[config.mk]
export PLATFORM = sky130hd
export DESIGN_NAME = arb2_stream_mux
export DESIGN_NICKNAME = d
export VERILOG_FILES = /design/src/rtl/arb2_pkg.sv /design/src/rtl/out_reg_slice.sv /design/src/rtl/arb2_stream_mux.sv
export SDC_FILE = /design/constraint.sdc
export NUM_CORES = 1
export LEC_CHECK = 0
export CAP_MARGIN = 20
export CORE_MARGIN = 4
export CORE_UTILIZATION = 34
export DETAILED_ROUTE_END_ITERATION = 10
export PLACE_DENSITY_LB_ADDON = 0.2
export SLEW_MARGIN = 20
export SYNTH_ARGS = -nofsm -noshare
export SYNTH_HDL_FRONTEND = slang
export SYNTH_SLANG_ARGS = --single-unit
[constraint.sdc]
create_clock -name clk -period 1.5 [get_ports clk]
set_input_delay 0.15 -clock clk [delete_from_list [all_inputs] [get_ports clk]]
set_output_delay 0.15 -clock clk [all_outputs]
set_load 0.01 [all_outputs]
[src/rtl/arb2_pkg.sv]
// Shared types for the two-input packet arbiter: FSM state encoding and
// the select values exported to the downstream mux.
package arb2_pkg;

  typedef enum logic [1:0] {
    IDLE   = 2'd0,
    LOCK_A = 2'd1,
    LOCK_B = 2'd2
  } state_e;

  localparam logic SEL_A = 1'b0;
  localparam logic SEL_B = 1'b1;

endpackage

[src/rtl/out_reg_slice.sv]
// Single-entry valid/ready output register. The payload is {sel, last, data}.
// A load and a drain in the same cycle overwrite the entry.
module out_reg_slice #(
  parameter int unsigned WIDTH = 8
) (
  input  logic             clk_i,
  input  logic             rst_i,
  input  logic             load_i,
  input  logic [WIDTH+1:0] load_data_i,
  input  logic             out_ready_i,
  output logic             load_en_o,
  output logic             out_valid_o,
  output logic [WIDTH+1:0] out_payload_o
);

  logic             valid_q;
  logic [WIDTH+1:0] payload_q;

  assign load_en_o     = !valid_q || out_ready_i;
  assign out_valid_o   = valid_q;
  assign out_payload_o = payload_q;

  always_ff @(posedge clk_i) begin
    if (rst_i) begin
      valid_q   <= 1'b0;
      payload_q <= '0;
    end else if (load_i) begin
      valid_q   <= 1'b1;
      payload_q <= load_data_i;
    end else if (out_ready_i) begin
      valid_q   <= 1'b0;
    end
  end

endmodule

[src/rtl/arb2_stream_mux.sv]
// Round-robin packet arbiter for two valid/ready streams. Grant is held for a
// whole packet; the winning beat is registered together with its source select.
module arb2_stream_mux
  import arb2_pkg::*;
#(
  parameter int unsigned WIDTH = 8
) (
  input  logic             clk,
  input  logic             rst,
  input  logic             a_valid,
  input  logic [WIDTH-1:0] a_data,
  input  logic             a_last,
  output logic             a_ready,
  input  logic             b_valid,
  input  logic [WIDTH-1:0] b_data,
  input  logic             b_last,
  output logic             b_ready,
  output logic             out_valid,
  output logic [WIDTH-1:0] out_data,
  output logic             out_last,
  output logic             out_sel,
  input  logic             out_ready
);

  state_e           state_q, state_d;
  logic             prio_q, prio_d;
  logic             load_en;
  logic             grant_a, grant_b;
  logic             acc_a, acc_b;
  logic [WIDTH+1:0] load_data;
  logic [WIDTH+1:0] out_payload;

  always_ff @(posedge clk) begin
    if (rst) begin
      state_q <= IDLE;
      prio_q  <= SEL_A;
    end else begin
      state_q <= state_d;
      prio_q  <= prio_d;
    end
  end

  always_comb begin
    state_d = state_q;
    prio_d  = prio_q;
    case (state_q)
      IDLE: begin
        if (acc_a && !a_last) state_d = LOCK_A;
        if (acc_b && !b_last) state_d = LOCK_B;
      end
      LOCK_A: if (acc_a && a_last) state_d = IDLE;
      LOCK_B: if (acc_b && b_last) state_d = IDLE;
      default: state_d = IDLE;
    endcase
    // Priority flips only when a packet finishes, handing the tie to the other source.
    if (acc_a && a_last) prio_d = SEL_B;
    if (acc_b && b_last) prio_d = SEL_A;
  end

  always_comb begin
    grant_a = 1'b0;
    grant_b = 1'b0;
    case (state_q)
      IDLE: begin
        if (a_valid && (!b_valid || prio_q == SEL_A)) grant_a = 1'b1;
        else if (b_valid)                             grant_b = 1'b1;
      end
      LOCK_A:  grant_a = 1'b1;
      LOCK_B:  grant_b = 1'b1;
      default: ;
    endcase
    a_ready = load_en && grant_a && !rst;
    b_ready = load_en && grant_b && !rst;
  end

  assign acc_a     = a_valid && a_ready;
  assign acc_b     = b_valid && b_ready;
  assign load_data = acc_b ? {SEL_B, b_last, b_data} : {SEL_A, a_last, a_data};

  out_reg_slice #(
    .WIDTH(WIDTH)
  ) u_out_reg (
    .clk_i        (clk),
    .rst_i        (rst),
    .load_i       (acc_a || acc_b),
    .load_data_i  (load_data),
    .out_ready_i  (out_ready),
    .load_en_o    (load_en),
    .out_valid_o  (out_valid),
    .out_payload_o(out_payload)
  );

  assign out_sel  = out_payload[WIDTH+1];
  assign out_last = out_payload[WIDTH];
  assign out_data = out_payload[WIDTH-1:0];

endmodule

==> metrics <==
First-pass DRT Iterations=4; final cycle utilization of the critical path=0.9686; measured slew at the worst slew-check pin=between 200 and 300 ps; Layout Skew=1.882 ps; area of the die=2834 um2; list of most frequent post-synthesis cells=14 x sky130_fd_sc_hd__dfxtp_1, 13 x sky130_fd_sc_hd__nor2_1, 12 x sky130_fd_sc_hd__a21oi_1, 12 x sky130_fd_sc_hd__nand2_1, 9 x sky130_fd_sc_hd__a211oi_1; count of final setup violators=0; start point of the worst hold path=state_q[0]; dpl cell area=1145 um2; distinct cell type count of the synthesized netlist=26; post-detailed-route DRC marker count=0; number of buffers inserted by hold repair at cts=0; synthesized instance count=84; largest stage delay on the critical path=510 ps; Max rail drop VDD=~0.00034 V; I/O Pins=36; first-pass GRT wire length=2987 um; count of maximum capacitance violations=0; filler instances=186; proportion of synthesized chip area in sequential cells=0.4029; most used flip-flop cell after synthesis=sky130_fd_sc_hd__dfxtp_1; cell with the most instances after synthesis=sky130_fd_sc_hd__dfxtp_1; core occupancy in the finished layout=0.6314; Std-Cell Rows=16; Avg Synthesized Cell Area=just over 8 um2; Longest Clk Path Bufs=2; Sequential Area=290.3 um2; warnings from Yosys=0; Area growth syn-to-layout=78.06%; HPWL after detailed placement=1441 um; maximum operating frequency=between 600 and 700 MHz; area of the mapped netlist=695.7 um2; Power Total=988.0 uW; all-layer global routing usage=0.1436; worst path cell trace=clkdlybuf4s50_1 -> nand2b_4 -> or4_1 -> buf_4 -> nand2_1 -> a311oi_1; net count after synthesis=between 100 and 150; number of failing hold endpoints at the final stage=0; ANT nets after route=0; detail-routed net length per standard cell=about 12 um; clock-pin transition on the worst setup and hold timing paths=80 ps; worst slack, placed=-340.0 ps; post-route worst setup slack=47.08 ps; RR Startpoint=u_out_reg.out_valid_o; count of flip-flops with a built-in enable after synthesis=0; crit-path leading delay family=simple AND/OR/NAND/NOR gates; status=finished clean; Crit Path Class=input port to flip-flop; total area of multi-input combinational cells=419.2 um2; startpoint type of the worst setup path=input port; Worst Hold Endpoint=state_q[1]; number of antenna diodes=0; worst r2r dst=u_out_reg.out_payload_o[8]; leakage=0.4641 nW; area of the core=between 1500 and 2000 um2; number of buffers created by CTS=3; power per cell area=797.6 nW/um2; fin nets=155; reg2reg setup slack=60 ps; placed cell count=154; number of antenna violations at the first check in global routing=0; maximum number of pins on one net before global-route repair=15; cell with the largest stage delay on the worst path=sky130_fd_sc_hd__or4_1; largest area contributor in the netlist=sky130_fd_sc_hd__dfxtp_1; share of flip-flops with an asynchronous set or reset=0; wire length reported by the detailed router=1937 um; CP Data Arrival Time=1620 ps; required time of the critical path=1660 ps; IO buf count=35; r2r worst-path depth=5; total global routing overflow=0; clock tree root driver cell=sky130_fd_sc_hd__clkbuf_4; Hold Slack=457.5 ps; starting density of the core=0.3546; setup TNS=0 ps; number of buffers and inverters on the critical path=2; Iter 0 DRT Violations=4; ranking of synthesized cells by area=sky130_fd_sc_hd__dfxtp_1 40%, sky130_fd_sc_hd__a211oi_1 9.7%, sky130_fd_sc_hd__a21oi_1 8.6%; biggest fanout along the worst timing path=4; nature of the critical path endpoint=flip-flop; clock tree sinks=14; vias in the first global route=740; worst min path class=flip-flop to flip-flop; clock period minus worst slack=1453 ps; share of cells above drive strength 1=0.2595; CTS tree=built; number of cells traversed by the worst hold path=1; count of pins over their slew limit=0; Non-Filler Cell Area, Final=~1200 um2; weighted congestion reported at the end of routability-driven placement=~0.85; area share of the largest cell type after synthesis=0.4029; vertical extent of the die=53.24 um; final non-filler cell total=158; insertion delay of the later-clocked pin in the worst-skew pair=between 200 and 300 ps; Slew HR=0.8067; Die Wd=about 53 um; post-detailed-route via-to-cell ratio=4.835; post-synthesis sequential element count=14; number of H-tree levels=1; vias post-DR=764
[cells in the final DEF, fill, tap and decap left out, drive strengths merged]
cell type / n
a2111oi: 2
a211oi: 9
a21oi: 12
a311oi: 1
a31oi: 2
and3b: 1
and4: 1
buf: 13
clkbuf: 5
clkdlybuf4s50: 32
dfxtp: 14
dlygate4sd2: 2
inv: 2
nand2: 12
nand2b: 1
nand3: 1
nand4: 1
nor2: 13
nor2b: 1
nor4: 2
o21ai: 1
or2b: 1
or3b: 1
or4: 1
[worst register-to-register path, cell delays in order (launching register included)]
cell and delay (ps):
sky130_fd_sc_hd__dfxtp_2 330, sky130_fd_sc_hd__nor2b_1 150, sky130_fd_sc_hd__or4_1 550, sky130_fd_sc_hd__buf_4 170, sky130_fd_sc_hd__nand2_1 60, sky130_fd_sc_hd__a311oi_1 70
[area by class of cell]
class                      instances  area share
multi-input combinational         63      0.3384
sequential                        14      0.2343
timing repair buffer              48      0.3646
tap                               27     0.02727
clock buffer                       4     0.02929
inverter                           2    0.006061
[routing by layer]
layer  track usage  vias to the layer above  part of all wire
met5             0                        -                 0
met4       0.06383                        0             0.016
met3       0.03380                        4             0.086
met2        0.2388                       27              0.45
met1        0.1726                      332              0.45
li1              -                      401                 -
[sequential cells by signal (all words and copies together) (netlist names)]
| register | cells |
|---|---|
| prio_q | 1 |
| u_out_reg.out_valid_o | 1 |
| state_q | 2 |
| u_out_reg.out_payload_o | 10 |
[worst max-delay path by stage]
stage | from | end | cells after the start
after floorplan | state_q[1] | state_q[1] | 4
after global placement | a_valid | state_q[1] | 4
after detailed placement | a_valid | state_q[1] | 4
after CTS | state_q[1] | state_q[1] | 3
after global routing | state_q[0] | state_q[1] | 5
final | rst | u_out_reg.out_payload_o[8] | 6
[cells by family after synthesis]
family,share of synthesized area
AND/OR/NAND/NOR,0.2842
AO/OA/AOI/OAI,0.2554
flip-flops,0.4029
buffers and inverters,0.05756
[power by group]
| group | internal [mW] | switching [mW] | leakage (nW) |
|---|---|---|---|
| combinational | 0.177 | 0.119 | 0.326 |
| clock | 0.147 | 0.119 | 0.0210 |
| sequential | 0.403 | 0.0223 | 0.117 |
[what timing repair did]
item | in CTS | in global routing
setup buffers | 0 | 0
pin swaps | 0 | 3
setup endpoints to repair | 4 | 11
gates resized for setup | 5 | 20
No activity file was read; power rests on OpenSTA's default activity.
